$ cat config.mk
export PLATFORM = sky130hd
export DESIGN_NAME = ysyx_24070014_multicycle_ctrl
export DESIGN_NICKNAME = d
export VERILOG_FILES = /design/src/rtl/ysyx_24070014_multicycle_ctrl_pkg.sv /design/src/rtl/ysyx_24070014_multicycle_ctrl_perf_counter.sv /design/src/rtl/ysyx_24070014_multicycle_ctrl.sv
export SDC_FILE = /design/constraint.sdc
export NUM_CORES = 1
export LEC_CHECK = 0
export CORE_MARGIN = 10
export CORE_UTILIZATION = 56
export CTS_BUF_LIST = sky130_fd_sc_hd__clkbuf_8
export CTS_CLUSTER_DIAMETER = 150
export DETAILED_ROUTE_END_ITERATION = 10
export PLACE_DENSITY_LB_ADDON = 0.15
export SETUP_SLACK_MARGIN = 0.4
export SYNTH_ARGS = -nofsm -noshare
export SYNTH_HDL_FRONTEND = slang
export SYNTH_SLANG_ARGS = --single-unit
$ cat constraint.sdc
create_clock -name i_clk -period 6.9 [get_ports i_clk]
set_input_delay 0.69 -clock i_clk [delete_from_list [all_inputs] [get_ports i_clk]]
set_output_delay 0.69 -clock i_clk [all_outputs]
set_load 0.02 [all_outputs]
$ cat src/rtl/ysyx_24070014_multicycle_ctrl_pkg.sv
// Shared definitions for the multi-cycle sequencer: state encoding,
// default counter width and the reset PC used by the surrounding core.
package ysyx_24070014_multicycle_ctrl_pkg;

  typedef enum logic [2:0] {
    FETCH_REQ  = 3'd0,
    FETCH_WAIT = 3'd1,
    EXEC       = 3'd2,
    MEM_REQ    = 3'd3,
    MEM_WAIT   = 3'd4,
    WB         = 3'd5,
    HALT       = 3'd6
  } ctrlState_e;

  localparam int CNT_WIDTH_DEFAULT = 64;

  localparam logic [31:0] INIT_PC = 32'h8000_0000;

endpackage

$ cat src/rtl/ysyx_24070014_multicycle_ctrl_perf_counter.sv
// Free-running performance counter with enable and synchronous clear;
// wraps modulo 2^WIDTH.
module ysyx_24070014_perf_counter
  import ysyx_24070014_multicycle_ctrl_pkg::*;
#(
  parameter int WIDTH = CNT_WIDTH_DEFAULT
) (
  input  logic             i_clk,
  input  logic             i_clear,
  input  logic             i_en,
  output logic [WIDTH-1:0] o_count
);

  logic [WIDTH-1:0] r_count;

  always_ff @(posedge i_clk) begin
    if (i_clear) begin
      r_count <= '0;
    end else if (i_en) begin
      r_count <= r_count + WIDTH'(1);
    end
  end

  assign o_count = r_count;

endmodule

$ cat src/rtl/ysyx_24070014_multicycle_ctrl.sv
// Multi-cycle instruction sequencer with valid/ready fetch and data ports.
// Optional wait-state watchdog enabled by YSYX_24070014_BUS_TIMEOUT_EN.
module ysyx_24070014_multicycle_ctrl
  import ysyx_24070014_multicycle_ctrl_pkg::*;
#(
  parameter int CNT_WIDTH = CNT_WIDTH_DEFAULT
`ifdef YSYX_24070014_BUS_TIMEOUT_EN
  ,
  parameter int TIMEOUT_CYCLES = 1024
`endif
) (
  input  logic                 i_clk,
  input  logic                 i_reset,
  output logic                 o_ifu_req_valid,
  input  logic                 i_ifu_req_ready,
  input  logic                 i_ifu_resp_valid,
  output logic                 o_inst_latch_en,
  input  logic                 i_dec_is_load,
  input  logic                 i_dec_is_store,
  input  logic                 i_dec_reg_write,
  input  logic                 i_dec_ecall,
  input  logic                 i_dec_ebreak,
  output logic                 o_lsu_req_valid,
  input  logic                 i_lsu_req_ready,
  input  logic                 i_lsu_resp_valid,
  output logic                 o_rf_write_en,
  output logic                 o_pc_write_en,
  output logic                 o_retire,
  output logic                 o_trap_ecall,
  output logic                 o_trap_ebreak,
  output logic                 o_halted,
  output logic [CNT_WIDTH-1:0] o_mcycle,
  output logic [CNT_WIDTH-1:0] o_minstret,
  output logic                 o_bus_error
);

  ctrlState_e r_state;

  logic w_live;
  logic w_inFetchReq;
  logic w_inFetchWait;
  logic w_inExec;
  logic w_inMemReq;
  logic w_inWb;

`ifdef YSYX_24070014_BUS_TIMEOUT_EN
  localparam int WAIT_W = $clog2(TIMEOUT_CYCLES + 1);
  localparam logic [WAIT_W-1:0] WAIT_LAST = WAIT_W'(TIMEOUT_CYCLES - 1);

  logic [WAIT_W-1:0] r_waitCount;
  logic              r_busError;
  logic              w_stalled;

  assign w_stalled = (w_inFetchReq  && !i_ifu_req_ready)  ||
                     (w_inFetchWait && !i_ifu_resp_valid) ||
                     (w_inMemReq    && !i_lsu_req_ready)  ||
                     ((r_state == MEM_WAIT) && !i_lsu_resp_valid);
`endif

  // Strobes are masked while reset is held so a memory never sees a
  // request the sequencer is about to forget.
  assign w_live        = !i_reset;
  assign w_inFetchReq  = (r_state == FETCH_REQ);
  assign w_inFetchWait = (r_state == FETCH_WAIT);
  assign w_inExec      = (r_state == EXEC)  && w_live;
  assign w_inMemReq    = (r_state == MEM_REQ);
  assign w_inWb        = (r_state == WB)    && w_live;

  always_ff @(posedge i_clk) begin
    if (i_reset) begin
      r_state <= FETCH_REQ;
`ifdef YSYX_24070014_BUS_TIMEOUT_EN
      r_waitCount <= '0;
      r_busError  <= 1'b0;
`endif
    end else begin
      case (r_state)
        FETCH_REQ: begin
          if (i_ifu_req_ready) begin
            r_state <= i_ifu_resp_valid ? EXEC : FETCH_WAIT;
          end
        end
        FETCH_WAIT: begin
          if (i_ifu_resp_valid) begin
            r_state <= EXEC;
          end
        end
        EXEC: begin
          if (i_dec_ebreak) begin
            r_state <= HALT;
          end else if (i_dec_ecall) begin
            r_state <= WB;
          end else if (i_dec_is_load || i_dec_is_store) begin
            r_state <= MEM_REQ;
          end else begin
            r_state <= WB;
          end
        end
        MEM_REQ: begin
          if (i_lsu_req_ready) begin
            r_state <= MEM_WAIT;
          end
        end
        MEM_WAIT: begin
          if (i_lsu_resp_valid) begin
            r_state <= WB;
          end
        end
        WB:       r_state <= FETCH_REQ;
        HALT:     r_state <= HALT;
        default:  r_state <= FETCH_REQ;
      endcase
`ifdef YSYX_24070014_BUS_TIMEOUT_EN
      // Any state change restarts the count, so each wait phase gets its own budget.
      if (w_stalled) begin
        if (r_waitCount == WAIT_LAST) begin
          r_state    <= HALT;
          r_busError <= 1'b1;
        end else begin
          r_waitCount <= r_waitCount + WAIT_W'(1);
        end
      end else begin
        r_waitCount <= '0;
      end
`endif
    end
  end

  assign o_ifu_req_valid = w_inFetchReq && w_live;
  assign o_inst_latch_en = w_live && i_ifu_resp_valid &&
                           ((w_inFetchReq && i_ifu_req_ready) || w_inFetchWait);
  assign o_lsu_req_valid = w_inMemReq && w_live;
  assign o_trap_ebreak   = w_inExec && i_dec_ebreak;
  assign o_trap_ecall    = w_inExec && i_dec_ecall && !i_dec_ebreak;
  assign o_rf_write_en   = w_inWb && i_dec_reg_write && !i_dec_is_store;
  assign o_pc_write_en   = w_inWb;
  assign o_retire        = w_inWb || o_trap_ebreak;
  assign o_halted        = (r_state == HALT);

`ifdef YSYX_24070014_BUS_TIMEOUT_EN
  assign o_bus_error = r_busError;
`else
  assign o_bus_error = 1'b0;
`endif

  ysyx_24070014_perf_counter #(
    .WIDTH(CNT_WIDTH)
  ) u_mcycle (
    .i_clk   (i_clk),
    .i_clear (i_reset),
    .i_en    (1'b1),
    .o_count (o_mcycle)
  );

  ysyx_24070014_perf_counter #(
    .WIDTH(CNT_WIDTH)
  ) u_minstret (
    .i_clk   (i_clk),
    .i_clear (i_reset),
    .i_en    (o_retire),
    .o_count (o_minstret)
  );

endmodule

==> results of run 1 <==
Yosys cell counts, drive strengths merged, types with 5 or more instances:
cell type  instances
nor4              21
or4               32
o41ai              6
and4              15
nor3              23
o31ai             29
nand3             54
inv               13
and2               7
or3               24
nand2             50
clkbuf            26
buf               11
o21ai             22
dfxtp            131
xnor2             30
a21oi             62
nand4b             9
nor2              95
mux2               5
nand4             46
nor2b              7
and3              13
xor2              32
metal layers:
layer  share of wire  vias up  wire, µm  global-route usage
met5               0        -         0                   0
met4           0.012        0       237              0.0788
met2            0.49      260      9470               0.360
met1            0.41     3272      8050               0.288
met3           0.088       27      1700              0.0765
li1                -     3231         -                   -
path summary, 6_finish.rpt:
path,start,endpoint,slack (ns),depth (start not counted)
max,i_reset,o_retire,3.23,4
min,u_minstret.o_count[63]$_SDFFE_PP0P_,u_minstret.o_count[63]$_SDFFE_PP0P_,0.49,2
max reg2reg,r_state[1]$_SDFFE_PP0P_,u_minstret.o_count[63]$_SDFFE_PP0P_,3.66,5
min reg2reg,u_minstret.o_count[63]$_SDFFE_PP0P_,u_minstret.o_count[63]$_SDFFE_PP0P_,0.49,2
through the flow:
step	cell area, µm²	hold WS (ns)	instances	power, µW
2_1_floorplan	6540	0.514	795	878
3_5_place_dp	8070	0.467	1051	918
3_3_place_gp	8070	0.458	1051	912
5_1_grt	8490	0.502	1083	1660
4_1_cts	8490	0.490	1083	1610
6_report	8490	0.489	1083	1610
area by class of cell:
type | count | area (µm²) | area share
sequential | 131 | 2620 | 0.309
inverter | 13 | 48.8 | 0.00575
clock buffer | 17 | 234 | 0.0276
multi-input combinational | 614 | 3720 | 0.439
timing repair buffer | 150 | 1490 | 0.176
tap | 143 | 179 | 0.0211
clock inverter | 15 | 190 | 0.0224
power groups by stage:
stage / logic [µW] / registers [µW] / clock network [µW]
after floorplan: 84.8 / 793 / 0
after global routing: 123 / 792 / 742
after CTS: 113 / 788 / 708
final: 113 / 789 / 708
after detailed placement: 112 / 806 / 0
after global placement: 108 / 804 / 0
layout by cell type (no fill, tap or decap), drive strengths merged, types with 3 or more instances in the layout:
cell type	instances
nor4	21
nand2b	3
nor2	95
xor2	32
clkinv	8
nand4	46
or3	24
or2	3
or4	32
nand3	54
inv	13
clkdlybuf4s50	146
a2111oi	3
bufinv	4
buf	4
and2	7
and3	13
nor3	23
a21oi	62
xnor2	30
o31ai	29
nand4b	9
or4b	3
mux2i	3
clkinvlp	3
clkbuf	17
o41ai	6
o21ai	22
dfxtp	131
nand2	50
nor2b	7
and4	15
mux2	5
critical path: cells and delay by family:
kind / cells / cell delay [ns]
compound gates: 1 / 0.29
buf+inv: 3 / 1.94
cells by family after synthesis:
logic type | after synthesis | share of synthesized area
other | 1 | 0.000573
adder cells (fa/ha/maj) | 2 | 0.00382
AO/OA/AOI/OAI | 128 | 0.121
buffers and inverters | 50 | 0.0300
multiplexers | 8 | 0.0132
XOR/XNOR | 62 | 0.0830
AND/OR/NAND/NOR | 413 | 0.348
flip-flops | 131 | 0.401
flip-flops by register name, indices dropped and copies added, names as in the netlist:
name                cells
r_state                 3
u_mcycle.o_count       64
u_minstret.o_count     64
==> metrics, run 1 <==
run status finished, final reports clean; top_reg_cell synth dfxtp_1; clk buf depth 2; YS warnings 0; ANT nets after route 0; Root Buffer clkbuf_8; initial antenna violation count 0; fin crit share 0.533; Synth area leader dfxtp_1; vias in the first global route approximately 6300; asr flop ratio synth 0; Leak Pwr 0.00256 µW; slowest stage delay, CP just under 0.7 ns; CTS Buf Count 17; P_int ~1200 µW; cells along the critical path buf_4 -> buf_4 -> a21oi_1 -> clkdlybuf4s50_1; hold buffer count at cts 0; Yosys top cell area share 0.401; Routability Congestion 0.884; fmax 0.272 GHz; post-synth net total ~800; clk_skew 0.00671 ns; clk slew on worst S/H paths 0.07 ns; combinational power share 0.070; CP Data Arrival Time ~3.0 ns; Synth area leaders dfxtp_1, nor2_1, a21oi_1, xor2_1, nand4_1; Residual DRC 0; Iter 0 DRT Violations 803; fin util 0.744; CTS tree built; Sw Share 0.252; slew margin rel. 0.252; Vias 6790; io pins between 100 and 150; synthesized flop and latch total around 130; port bufs 147; fin worst setup slack 3.23 ns; Crit. End Element primary output; P&R area growth vs syn 29.8%; Starting Density 0.573; fin. max-slew vios 0; Net Sw Power between 400 and 500 µW; CP max FO 86; CTS resizes 0; Routed wire per std cell 18.0 µm; final hold violation count 0; sequential power share 0.490; CTS Sinks ~130; full die area 0.0164 mm²; dpl hpwl 13.6 mm; Crit path top cell by count buf_4; Startpoint Class input port; clock power share 0.440; Netlist cell types 46; critical path class in2out; Final setup violation count 0; GRT Overall Usage 0.229; postcts setup bufs 0; VDD IR max 151 µV; detail-routed via count per cell around 6.3; first-pass GRT wire length approximately 31 mm; post-route minimum period 3.67 ns; worst slew pin tran 1.11 ns; Syn Std Cell Area 0.00654 mm²; core area 0.0114 mm²; Post-synth EDFFs 0; number of filler cells placed in the layout around 860; RSZ-0062 raised after global routing false; post-synthesis cell count 795; Ant. Diodes 0; pre-CTS setup slack 3.05 ns; DRT Pass-1 Iters 5; fraction of layout cells with a size suffix above 1 0.0553; Syn Area/Cell 8.23 µm²; Worst-Skew Late Latency 0.46 ns; H-tree depth 4; number of cell rows 39; Critical Path RT 6.21 ns; worst min path class reg2reg; chip width 128 µm; Slowest-stage cell, CP buf_4; register area share after synthesis 0.401; final wirelength between 15 and 20 mm; PD cells 190 mW/mm²; total negative slack 0 ns; Max-cap violations 0; Die H 128 µm; total grt overflow 0; nets 940; largest net degree at the start of global routing 87
No activity file was read; power rests on OpenSTA's default activity.
==> run 2: changes to the inputs <==
--- a/config.mk
+++ b/config.mk
@@ -6,7 +6,7 @@
 export NUM_CORES = 1
 export LEC_CHECK = 0
 export CORE_MARGIN = 10
-export CORE_UTILIZATION = 56
+export CORE_UTILIZATION = 47
 export CTS_BUF_LIST = sky130_fd_sc_hd__clkbuf_8
 export CTS_CLUSTER_DIAMETER = 150
 export DETAILED_ROUTE_END_ITERATION = 10
==> constraint.sdc (replaced) <==
create_clock -name i_clk -period 3.1 [get_ports i_clk]
set_input_delay 0.31 -clock i_clk [delete_from_list [all_inputs] [get_ports i_clk]]
set_output_delay 0.31 -clock i_clk [all_outputs]
set_load 0.02 [all_outputs]
==> metrics, run 2 (same netlist as run 1, synthesis figures left out) <==
post-route minimum period about 2.6 ns; critical path class reg2reg; Crit path top cell by count or4_1; chip width 138 µm (+7.7%); total grt overflow 0 (unchanged); most frequent cells in the layout clkdlybuf4s50_1, dfxtp_1, nor2_1; fraction of layout cells with a size suffix above 1 0.0752 (+0.0198); Root Buffer clkbuf_8; Final setup violation count 0 (unchanged); worst slew pin tran 0.928 ns (-0.184 ns); Routed wire per std cell 17.2 µm (-4.3%); detail-routed via count per cell 5.90 (-5.9%); dpl hpwl 14.3 mm (+4.5%); Starting Density 0.475 (-0.0980); Routability Congestion 0.849 (-3.9%); run status finished, final reports clean; cells along the critical path nand2_1 -> or4_1 -> or3_1 -> buf_4 -> or4_1 -> a21oi_1; slowest stage delay, CP 0.65 ns (-0.03 ns); worst min path class in2reg; Die H 138 µm (+7.7%); vias in the first global route 6197 (-1.7%); PD cells 417 mW/mm² (+120%); commonest non-fill, non-tap cell in the layout clkdlybuf4s50_1; H-tree depth 4 (unchanged); dpl cells 1105 (+5.1%); nets 958 (+1.9%); Max-cap violations 0 (unchanged); fin. max-slew vios 0 (unchanged); ANT nets after route 0 (unchanged); clk slew on worst S/H paths 0.08 ns (about the same); Final Non-Filler Cells 1138 (+5.1%); number of cell rows 43 (+10%); port bufs 147 (unchanged); CTS Sinks 131 (unchanged); Ant. Diodes 0 (unchanged); RSZ-0062 raised after global routing true; DRT Pass-1 Iters 6 (+1); full die area 0.0190 mm² (+16%); GRT Overall Usage 0.203 (-0.0261); P&R area growth vs syn 33.3%; clk buf depth 2 (unchanged); Residual DRC 0 (unchanged); fin crit share 0.827; core area 0.0138 mm² (+21%); CP max FO 8 (-91%); Startpoint Class register; final hold violation count 0 (unchanged); VDD IR max 303 µV (+100%); total negative slack 0 ns (unchanged); Crit. End Element register; Vias 6712 (-1.1%); CP Data Arrival Time 2.94 ns (-0.04 ns); clk_skew 0.0155 ns (+0.00881 ns); initial antenna violation count 0 (unchanged); fmax between 0.3 and 0.4 GHz; first-pass GRT wire length 31.7 mm (+0.59%); io pins 149 (unchanged); CTS tree built; CTS Buf Count 17 (unchanged); Leak Pwr 0.00268 µW (+4.8%); final wirelength 19.6 mm (+0.56%); largest net degree at the start of global routing 92 (+5.7%); Iter 0 DRT Violations 424 (-47%); number of filler cells placed in the layout 1232 (+43%); slew margin rel. 0.381 (+0.129); Slowest-stage cell, CP or4_1; crit path buf inv count 1 (-2); Critical Path RT 3.48 ns (-2.73 ns); CP delay by family, top simple AND/OR/NAND/NOR gates; Worst-Skew Late Latency 0.45 ns (about the same)
==> run 2: repair_timing <==
item,in CTS,in global routing
hold buffers,0,0
gates cloned,0,0
pin swaps,0,1
gates resized for setup,2,5
setup endpoints to repair,1,27
setup buffers,0,1
==> run 2: power by group <==
part / leakage, µW / switching [µW] / internal (µW)
logic: 0.00140 / 174 / 133
registers: 0.00106 / 23.2 / 1700
clock network: 0.000228 / 656 / 952
total: 0.00268 / 853 / 2790
==> run 2: final cells by class <==
cell class                      instances  area (µm²)  area share
Clock buffer                           21         289      0.0331
Clock inverter                         11         159      0.0182
Inverter                               13        48.8     0.00559
Multi-Input combinational cell        614        3750       0.429
Sequential cell                       131        2630       0.301
Tap cell                              180         225      0.0258
Timing Repair Buffer                  168        1630       0.187
==> run 2: worst paths after layout <==
check | start | to | slack, ns | cells past startpoint
setup reg to reg | u_minstret.o_count[5]$_SDFFE_PP0P_ | u_minstret.o_count[46]$_SDFFE_PP0P_ | 0.54 | 6
hold reg to reg | u_minstret.o_count[63]$_SDFFE_PP0P_ | u_minstret.o_count[63]$_SDFFE_PP0P_ | 0.48 | 2
hold / removal | i_reset | u_minstret.o_count[13]$_SDFFE_PP0P_ | 0.25 | 2
setup / recovery | u_minstret.o_count[5]$_SDFFE_PP0P_ | u_minstret.o_count[46]$_SDFFE_PP0P_ | 0.54 | 6
==> run 2: per-layer routing <==
layer,GRT usage,share of wire,vias to the layer above
li1,-,-,3262
met1,0.250,0.42,3222
met2,0.330,0.48,214
met3,0.0685,0.088,14
met4,0.0591,0.0087,0
met5,0,0,-
==> run 2: per-stage QoR <==
step | worst slack, ns | util | instance area, µm² | hold slack, ns | total power [µW]
3_3_place_gp | 0.423 | 0.598 | 8240 | 0.457 | 2050
6_report | 0.536 | 0.633 | 8720 | 0.250 | 3640
2_1_floorplan | 0.532 | - | 6540 | 0.514 | 1950
5_1_grt | 0.382 | 0.633 | 8720 | 0.251 | 3780
4_1_cts | 0.387 | 0.632 | 8700 | 0.226 | 3680
3_5_place_dp | 0.402 | 0.598 | 8240 | 0.470 | 2060
==> run 3: changes to the inputs <==
--- a/config.mk
+++ b/config.mk
@@ -6,7 +6,7 @@
 export NUM_CORES = 1
 export LEC_CHECK = 0
 export CORE_MARGIN = 10
-export CORE_UTILIZATION = 47
+export CORE_UTILIZATION = 52
 export CTS_BUF_LIST = sky130_fd_sc_hd__clkbuf_8
 export CTS_CLUSTER_DIAMETER = 150
 export DETAILED_ROUTE_END_ITERATION = 10
==> constraint.sdc (replaced) <==
create_clock -name i_clk -period 2.4 [get_ports i_clk]
set_input_delay 0.24 -clock i_clk [delete_from_list [all_inputs] [get_ports i_clk]]
set_output_delay 0.24 -clock i_clk [all_outputs]
set_load 0.02 [all_outputs]
==> metrics, run 3 (same netlist as run 1, synthesis figures left out) <==
run status finished, final reports clean; H-tree depth 4 (unchanged); worst min path class in2reg; fin util 0.848 (+0.215); sequential power share 0.495 (+0.021); hold buffer count at cts 0 (unchanged); clk slew on worst S/H paths 0.07 ns (about the same); nets 1054 (+10%); Die H 132 µm (-4.2%); Final setup violation count 0 (unchanged); clock power share 0.389 (-0.053); fmax 0.436 GHz (+12%); Tot Pwr 4460 µW (+22%); dpl hpwl 15.1 mm (+6.3%); chip width 132 µm (-4.2%); total negative slack 0 ns (unchanged); RSZ-0062 raised after global routing true; full die area 0.0175 mm² (-8.2%); fin crit share 0.955 (+0.128); fin. max-slew vios 0 (unchanged); fraction of layout cells with a size suffix above 1 0.332 (+0.257); Min Hold Slack 0.0689 ns (-0.181 ns); register-to-register setup slack 0.11 ns (-0.43 ns); clk_skew 0.0143 ns (-0.00127 ns); port bufs 147 (unchanged); number of cell rows 40 (-7.0%); DRT Pass-1 Iters 7 (+1); largest net degree at the start of global routing 41 (-55%); r2r worst-path depth 6 (unchanged); io pins 149 (unchanged); Residual DRC 0 (unchanged); Hold Crit Endpoint r_state[2]$_SDFFE_PP0P_; Leak Pwr 0.00345 µW (+29%); detail-routed via count per cell 6.36 (+7.9%); slew margin rel. 0.659 (+0.278); final hold violation count 0 (unchanged); Routed wire per std cell 20.9 µm (+22%); commonest non-fill, non-tap cell in the layout clkdlybuf4s50_1; Routability Congestion 0.889 (+4.6%); core area 0.0122 mm² (-12%); Startpoint Class register; Max-cap violations 0 (unchanged); clk buf depth 2 (unchanged); critical path class reg2reg; P_int 3250 µW (+17%); post-route minimum period 2.29 ns (-0.271 ns); total grt overflow 0 (unchanged); initial antenna violation count 0 (unchanged); Net Sw Power 1200 µW (+41%); min-delay src i_reset; final wirelength 25.5 mm (+31%); worst slew pin tran 0.510 ns (-0.418 ns); Sw Share 0.270 (+0.0353); Vias 7774 (+16%); Root Buffer clkbuf_8; most frequent cells in the layout clkdlybuf4s50_1, nor2_1, buf_4; PD cells 432 mW/mm² (+3.5%); CTS Buf Count 17 (unchanged); CP Data Arrival Time 2.69 ns (-0.25 ns); first-pass GRT wire length 36.4 mm (+15%); reg2reg start u_mcycle.o_count[0]$_SDFF_PP0_; Critical Path RT 2.80 ns (-0.68 ns); WHS Path Cells 2 (unchanged); Crit. End Element register; ANT nets after route 0 (unchanged); CTS tree built; vias in the first global route 7162 (+16%); combinational power share 0.117 (+0.033); Iter 0 DRT Violations 931 (+120%); Worst-Skew Late Latency 0.47 ns (+0.02 ns); Starting Density 0.538 (+0.0630); CTS Sinks 131 (unchanged); FF-to-FF End u_mcycle.o_count[60]$_SDFF_PP0_; VDD IR max 601 µV (+98%); Ant. Diodes 0 (unchanged); CP max FO 7 (-1); GRT Overall Usage 0.247 (+0.0443); P&R area growth vs syn 57.6%
==> run 3: cell count changes in the layout (fill, tap and decap cells not counted), sizes merged <==
cell / change
buf: +98
bufinv: -4
clkbuf: +6
clkdlybuf4s15: +1
clkdlybuf4s50: -8
clkinv: +3
clkinvlp: -3
dlygate4sd2: +2
dlymetal6s2s: -1
inv: +2
==> run 3: metrics by stage <==
step | setup WS (ns) | instance area [µm²] | cells
6_report | 0.107 | 10300 | 1222
3_3_place_gp | -0.165 | 8800 | 1139
3_5_place_dp | -0.237 | 8800 | 1139
2_1_floorplan | 0.0388 | 6820 | 795
4_1_cts | 0.142 | 9700 | 1200
5_1_grt | 0.00120 | 10300 | 1222
==> run 3: final cells by class <==
type | instances | area, µm²
sequential | 131 | 2790
tap | 168 | 210
clock buffer | 23 | 317
clock inverter | 9 | 38.8
multi-input combinational | 614 | 4470
fill | 690 | 1850
inverter | 13 | 48.8
timing repair buffer | 264 | 2440
==> run 3: worst max path at each step <==
stage	start	depth (start not counted)	to	slack (ns)
5_1_grt	u_mcycle.o_count[24]$_SDFF_PP0_	7	u_mcycle.o_count[62]$_SDFF_PP0_	0.001
3_3_place_gp	i_dec_ebreak	7	u_minstret.o_count[58]$_SDFFE_PP0P_	-0.17
4_1_cts	u_mcycle.o_count[0]$_SDFF_PP0_	6	u_mcycle.o_count[60]$_SDFF_PP0_	0.14
3_5_place_dp	i_dec_ebreak	8	u_minstret.o_count[61]$_SDFFE_PP0P_	-0.24
2_1_floorplan	u_mcycle.o_count[0]$_SDFF_PP0_	8	u_mcycle.o_count[56]$_SDFF_PP0_	0.04
6_report	u_mcycle.o_count[0]$_SDFF_PP0_	6	u_mcycle.o_count[60]$_SDFF_PP0_	0.11
==> run 3: timing repair <==
action,in CTS,in global routing
pin swaps,43,55
gates cloned,4,0
resized for setup,96,134
buffers inserted,25,22
setup endpoints to repair,68,83
hold endpoints to repair,0,0
==> run 3: layer usage <==
layer / wire [µm] / global-route usage
met1: 9740 / 0.289
met2: 12800 / 0.420
met3: 2260 / 0.0747
met4: 706 / 0.0837
met5: 0 / 0
==> run 3: worst max-delay path, stage by stage (launching register included) <==
cell and delay (ns):
dfxtp_4 0.36, ha_4 0.13, nand4_1 0.13, or4_4 0.56, or4_4 0.56, or3_1 0.34, a21oi_1 0.14
==> run 3: power by group through the flow <==
stage	logic [µW]	clock network [µW]	registers [µW]
finish	520	1730	2200
global route	550	1830	2210
CTS	481	1710	2210
detailed placement	423	0	2280
global placement	404	0	2280
floorplan	259	0	2270
